--- src/rtl/fetch_unit_pkg.sv ---
// Shared definitions for the fetch sequencer: FSM states and PC-register select encodings.
package fetch_unit_pkg;

  typedef enum logic [1:0] {
    IDLE = 2'd0,
    RUN  = 2'd1,
    DONE = 2'd2
  } fetch_state_t;

  localparam logic [1:0] kPCSelNone = 2'b00;
  localparam logic [1:0] kPCSel1    = 2'b01;
  localparam logic [1:0] kPCSel2    = 2'b10;
  localparam logic [1:0] kPCSel3    = 2'b11;

endpackage

--- src/rtl/fetch_unit_pc_target_regs.sv ---
// Three saved jump-target registers (PCreg1-3): one write port, one combinational read port.
module pc_target_regs
  import fetch_unit_pkg::*;
#(
  parameter int PC_W = 10
) (
  input  logic            clk_i,
  input  logic            rst_ni,
  input  logic            wr_en_i,
  input  logic [1:0]      wr_sel_i,
  input  logic [PC_W-1:0] wr_data_i,
  input  logic [1:0]      rd_sel_i,
  output logic [PC_W-1:0] rd_data_o
);

  logic [PC_W-1:0] reg1_q, reg2_q, reg3_q;

  always_ff @(posedge clk_i or negedge rst_ni) begin
    if (!rst_ni) begin
      reg1_q <= '0;
      reg2_q <= '0;
      reg3_q <= '0;
    end else if (wr_en_i) begin
      case (wr_sel_i)
        kPCSel1: reg1_q <= wr_data_i;
        kPCSel2: reg2_q <= wr_data_i;
        kPCSel3: reg3_q <= wr_data_i;
        default: ;
      endcase
    end
  end

  always_comb begin
    rd_data_o = '0;
    case (rd_sel_i)
      kPCSel1: rd_data_o = reg1_q;
      kPCSel2: rd_data_o = reg2_q;
      kPCSel3: rd_data_o = reg3_q;
      default: rd_data_o = '0;
    endcase
  end

endmodule

--- src/rtl/fetch_unit.sv ---
// Program counter / fetch sequencer with Start/Done handshake and saved jump targets.
// Optional FETCH_CYCLE_COUNT_EN adds a saturating 16-bit RUN-cycle counter output.
module fetch_unit
  import fetch_unit_pkg::*;
#(
  parameter int PC_W       = 10,
  parameter int START_ADDR = 0,
  parameter int OFF_W      = 8
) (
  input  logic            Clk,
  input  logic            Reset,
  input  logic            Start,
  input  logic            JumpEqual,
  input  logic            JumpNotEqual,
  input  logic            OffsetEn,
  input  logic [1:0]      PCRegSelect,
  input  logic            Ack,
  input  logic [7:0]      RegDataB,
  input  logic            FlagWrEn,
  input  logic            ZeroIn,
  output logic [PC_W-1:0] ProgCtr,
  output logic            Done
`ifdef FETCH_CYCLE_COUNT_EN
  ,
  output logic [15:0]     CycleCount
`endif
);

  localparam logic [PC_W-1:0] kStartPc = PC_W'(START_ADDR);

  // Signed offset is sign-extended to PC width; the sum wraps modulo 2**PC_W.
  function automatic logic [PC_W-1:0] offset_target(input logic [PC_W-1:0] pc,
                                                    input logic signed [OFF_W-1:0] off);
    logic signed [PC_W-1:0] ext;
    ext = PC_W'(off);
    return pc + PC_W'(ext);
  endfunction

  fetch_state_t    state_q;
  logic [PC_W-1:0] pc_q;
  logic            done_q;
  logic            zflag_q;
  logic [PC_W-1:0] target;
  logic [PC_W-1:0] pc_plus1;
  logic [PC_W-1:0] pc_next_d;
  logic [PC_W-1:0] save_data_d;
  logic            jump_taken;
  logic            save_en;
`ifdef FETCH_CYCLE_COUNT_EN
  logic [15:0]     cnt_q;
`endif

  assign pc_plus1   = pc_q + PC_W'(1);
  assign jump_taken = (PCRegSelect != kPCSelNone) &&
                      ((JumpEqual && zflag_q) || (JumpNotEqual && !zflag_q));
  assign save_en    = (state_q == RUN) && !Start && !Ack &&
                      (PCRegSelect != kPCSelNone) && !JumpEqual && !JumpNotEqual;
  assign save_data_d = OffsetEn ? offset_target(pc_q, RegDataB[OFF_W-1:0]) : pc_plus1;
  assign pc_next_d   = jump_taken ? target : pc_plus1;

  pc_target_regs #(.PC_W(PC_W)) u_pc_regs (
    .clk_i    (Clk),
    .rst_ni   (Reset),
    .wr_en_i  (save_en),
    .wr_sel_i (PCRegSelect),
    .wr_data_i(save_data_d),
    .rd_sel_i (PCRegSelect),
    .rd_data_o(target)
  );

  always_ff @(posedge Clk or negedge Reset) begin
    if (!Reset) begin
      state_q <= IDLE;
      pc_q    <= kStartPc;
      done_q  <= 1'b0;
      zflag_q <= 1'b0;
`ifdef FETCH_CYCLE_COUNT_EN
      cnt_q   <= '0;
`endif
    end else begin
      case (state_q)
        IDLE: begin
          pc_q    <= kStartPc;
          done_q  <= 1'b0;
          zflag_q <= 1'b0;
`ifdef FETCH_CYCLE_COUNT_EN
          cnt_q   <= '0;
`endif
          if (!Start) state_q <= RUN;
        end
        RUN: begin
          // A jump in this cycle already used the old zflag_q above.
          if (FlagWrEn) zflag_q <= ZeroIn;
`ifdef FETCH_CYCLE_COUNT_EN
          if (cnt_q != 16'hFFFF) cnt_q <= cnt_q + 16'd1;
`endif
          if (Start) begin
            state_q <= IDLE;
            pc_q    <= kStartPc;
`ifdef FETCH_CYCLE_COUNT_EN
            cnt_q   <= '0;
`endif
          end else if (Ack) begin
            state_q <= DONE;
            done_q  <= 1'b1;
          end else begin
            pc_q <= pc_next_d;
          end
        end
        DONE: begin
          if (Start) begin
            state_q <= IDLE;
            done_q  <= 1'b0;
            pc_q    <= kStartPc;
`ifdef FETCH_CYCLE_COUNT_EN
            cnt_q   <= '0;
`endif
          end
        end
        default: begin
          state_q <= IDLE;
          pc_q    <= kStartPc;
          done_q  <= 1'b0;
        end
      endcase
    end
  end

  assign ProgCtr = pc_q;
  assign Done    = done_q;
`ifdef FETCH_CYCLE_COUNT_EN
  assign CycleCount = cnt_q;
`endif

endmodule

--- config.mk ---
export PLATFORM = sky130hd
export DESIGN_NAME = fetch_unit
export DESIGN_NICKNAME = d
export VERILOG_FILES = /design/src/rtl/fetch_unit_pkg.sv /design/src/rtl/fetch_unit_pc_target_regs.sv /design/src/rtl/fetch_unit.sv
export SDC_FILE = /design/constraint.sdc
export NUM_CORES = 1
export LEC_CHECK = 0
export CORE_MARGIN = 3
export CORE_UTILIZATION = 35
export CTS_CLUSTER_DIAMETER = 200
export DETAILED_ROUTE_END_ITERATION = 6
export SETUP_SLACK_MARGIN = 0.02
export SYNTH_ARGS = -nofsm -noshare
export SYNTH_HDL_FRONTEND = slang
export SYNTH_SLANG_ARGS = --single-unit
--- constraint.sdc ---
create_clock -name Clk -period 2.3 [get_ports Clk]
set_input_delay 0.46 -clock Clk [delete_from_list [all_inputs] [get_ports Clk]]
set_output_delay 0.46 -clock Clk [all_outputs]
set_load 0.1 [all_outputs]
==> key figures <==
STA
  • Hold_ws: 0.255 ns
  • Crit path time final: 2.30 ns
  • Max-slew violation count: 0
  • Final WS setup: -0.00368 ns
  • Final Hold Vio Count: 0
  • Fmax achieved: around 430 MHz
  • Normalized max-slew margin: 44.6%
  • RSZ-0062 raised after global routing: true
  • Slew @ Worst Pin: 0.831 ns
  • # setup viols final: 3
  • Fin crit share: 100%
  • Skew final: 0.00549 ns

Yosys
  • Count of cell types in the netlist: 43
  • Register area share after synthesis: 39.4%
  • Synth top area cells: dfrtp_1, mux2_2, o21ai_0
  • Post-Syn Area per Cell: between 9 and 10 µm²
  • Syn Std Cell Area: 2790 µm²
  • Yosys warns: 0
  • #FFs+latches synth: 44
  • Asr flop ratio synth: 100%
  • Number of flops mapped to enable cells by yosys: 0
  • Primary FF master, synth: dfrtp_1
  • Synth area leader: dfrtp_1
  • Post-Syn Nets: 339
  • Mapped Cells: roughly 310
  • Top cell type's share of synthesized area: 39.4%

Drt
  • Routed vias/inst: 5.40
  • Final wirelength: roughly 7300 µm
  • WL/cell: 15.5 µm
  • # DRC: 0
  • Total number of vias: 2,555
  • Antenna-violating nets left: 0
  • DRT iter0 DRCs: 121
  • First-pass DRT Iterations: 4

Cells and area
  • ANT cells: 0
  • Util after Layout: 49.4%
  • Layout net count: slightly above 400
  • Area Growth Syn to Fin: 32.5%
  • Share of cells above drive strength 1: a little under a third

CTS
  • Num CTS Buffers: 5
  • TritonCTS clock tree: done
  • Clk sinks: 44
  • H-tree levels: 2
  • CTS root buffer: clkbuf_8
  • Clock Tree Buf Depth: 2
  • Worst-skew pair later-pin latency: 0.30 ns
  • Hold Buf Count CTS: 0
  • Clock-pin slew on the worst setup and hold paths: 0.09 ns

Critical path
  • Worst setup EP type: flip-flop
  • FF-to-FF setup slack: -0.004 ns
  • Worst reg-to-reg path cell count: 8
  • Worst setup path category: reg2reg
  • Critical Path AT: 2.49 ns
  • Worst setup SP type: flip-flop
  • Maximum fanout along the worst path: 3
  • CP Data Required Time: about 2.5 ns

GRT
  • Pin count of the biggest net entering global routing: 37
  • Busiest grt layer: met2
  • First-pass GRT wire length: 12,100 µm
  • M1 GR Usage: 24.3%
  • GRT Overall Usage: 17.1%
  • Met2 usage: around 27%
  • Initial antenna violation count: 0
  • Vias in the first global route: 2,509
  • GRT overflow: 0
  • Met3 GRT Util: roughly 2.8%

Placed design
  • Buffers on Ports: 29
  • GP Congestion: 0.841
  • Dpl hpwl: 5570 µm

Outcome
  • Outcome: complete, but fails checks
  • Failing checks: negative setup slack

Die
  • Site row count: 31
  • Starting Density: 37.3%
  • Die width: between 90 and 100 µm
  • Top Ports: 30
  • Die area: 9090 µm²
  • Die Ht: ~95 µm
  • Core area: 7490 µm²

Pwr
  • Peak VDD IR: slightly above 200 µV
  • P per Cell Area: 509 nW/µm²
  • P_leak: 1.68 nW

Run
  • Max Cap Viol: 0

Min path
  • Min-delay worst type: in2async
[worst paths after layout]
check                                             endpoint                       startpoint
min reg2reg                u_pc_regs.reg3_q[1]$_DFFE_PN0P_  u_pc_regs.reg3_q[1]$_DFFE_PN0P_
max in group asynchronous  u_pc_regs.reg1_q[7]$_DFFE_PN0P_                            Reset
min in group Clk           u_pc_regs.reg3_q[1]$_DFFE_PN0P_  u_pc_regs.reg3_q[1]$_DFFE_PN0P_
max reg2reg                u_pc_regs.reg2_q[6]$_DFFE_PN0P_           ProgCtr[0]$_DFFE_PN0P_
max                        u_pc_regs.reg2_q[6]$_DFFE_PN0P_           ProgCtr[0]$_DFFE_PN0P_
min                        u_pc_regs.reg3_q[4]$_DFFE_PN0P_                            Reset
[cell usage in the layout (no fill, tap or decap), types with 3 or more instances in the layout]
| master | synthesis | routed |
|---|---|---|
| a211oi_1 | 5 | 4 |
| buf_4 | 0 | 56 |
| nand2b_1 | 6 | 6 |
| dlygate4sd2_1 | 0 | 3 |
| inv_1 | 10 | 10 |
| o21ai_1 | 0 | 5 |
| nor3_1 | 4 | 4 |
| mux2_2 | 25 | 23 |
| nand3b_1 | 4 | 4 |
| nor2b_1 | 4 | 4 |
| dfrtp_2 | 0 | 6 |
| clkbuf_8 | 0 | 5 |
| a22oi_1 | 12 | 12 |
| ha_1 | 10 | 7 |
| a21oi_1 | 14 | 11 |
| a21o_1 | 4 | 4 |
| and3_1 | 4 | 4 |
| nand3_1 | 5 | 5 |
| dfrtp_1 | 44 | 35 |
| xnor2_1 | 7 | 6 |
| nor2_1 | 38 | 38 |
| clkdlybuf4s50_1 | 0 | 13 |
| mux2i_1 | 4 | 4 |
| a21oi_2 | 0 | 3 |
| xor2_1 | 4 | 4 |
| a31oi_1 | 8 | 8 |
| o21ai_0 | 35 | 30 |
| dfrtp_4 | 0 | 3 |
| nand2_1 | 23 | 23 |
[synth_stat cells (2+ instances only)]
master and instances:
a22oi_1 12, a31oi_1 8, inv_1 10, a21o_1 4, nor2_1 38, nand2b_1 6
nand3_1 5, a311oi_1 2, nor3_1 4, and2_1 2, nor2b_1 4, nand3b_1 4
mux2_2 25, xnor2_1 7, buf_2 3, mux2i_1 4, a21oi_1 14, ha_1 10
a211oi_1 5, xor2_1 4, and3_1 4, clkbuf_1 14, nand2_1 23, o21ai_0 35
dfrtp_1 44
[flip-flops by register name, summed over array words and instances (netlist names)]
register / count
ProgCtr: 10
u_pc_regs.reg1_q: 10
u_pc_regs.reg2_q: 10
u_pc_regs.reg3_q: 10
state_q: 2
Done: 1
zflag_q: 1
[logic make-up (layout without fill, tap and decap cells)]
kind of cell | after synthesis | count (layout) | share of synthesized area [%]
compound gates | 88 | 88 | 19.3
xor+xnor | 11 | 11 | 3.45
fa+ha+maj | 11 | 11 | 5.20
buf+inv | 27 | 92 | 3.76
flops | 44 | 44 | 39.4
mux | 29 | 29 | 11.5
simple gates | 99 | 99 | 17.4
[final cells by class]
class / instances / area (µm²)
clock inverter: 2 / 60.1
fill: 732 / 3780
clock buffer: 5 / 68.8
tap: 99 / 124
timing repair buffer: 75 / 614
sequential: 44 / 1120
multi-input combinational: 238 / 1680
inverter: 10 / 37.5
[what timing repair did]
action / in CTS / in global routing
endpoints found under the setup margin: 12 / 12
pin swaps: 5 / 11
resized for setup: 11 / 10
buffers inserted: 0 / 4
[worst max-delay path, cell delays in order, from the launching register on]
cell and delay, ns:
dfrtp_4 0.50, ha_4 0.17, fa_2 0.34, a21o_1 0.19, a21o_1 0.22, a311oi_2 0.23, xor2_1 0.20, a21oi_2 0.09
mux2_2 0.26
[report_power, final]
part	leakage [nW]	internal, W	switching (W)
clock network	0.0642	0.000428	0.000273
registers	0.585	0.000829	0.0000313
logic	1.03	0.000153	0.000170
total	1.68	0.00141	0.000475
[routing by layer]
metal / routed length, µm / vias up
li1: - / 1240
met1: 3470 / 1247
met2: 3370 / 61
met3: 424 / 7
met4: 70 / 0
met5: 0 / -
[through the flow]
| stage | instance area, µm² | power, W | worst slack [ns] | instances | setup TNS, ns |
|---|---|---|---|---|---|
| 2_1_floorplan | 2830 | 0.00105 | -0.129 | 309 | -0.602 |
| 3_3_place_gp | 3470 | 0.00118 | -0.446 | 462 | -7.20 |
| 3_5_place_dp | 3470 | 0.00119 | -0.503 | 462 | -7.91 |
| 4_1_cts | 3620 | 0.00190 | -0.0165 | 469 | -0.0319 |
| 5_1_grt | 3700 | 0.00197 | -0.0795 | 473 | -0.424 |
| 6_report | 3700 | 0.00188 | -0.00368 | 473 | -0.00818 |
(Power assumes the default switching activity.)
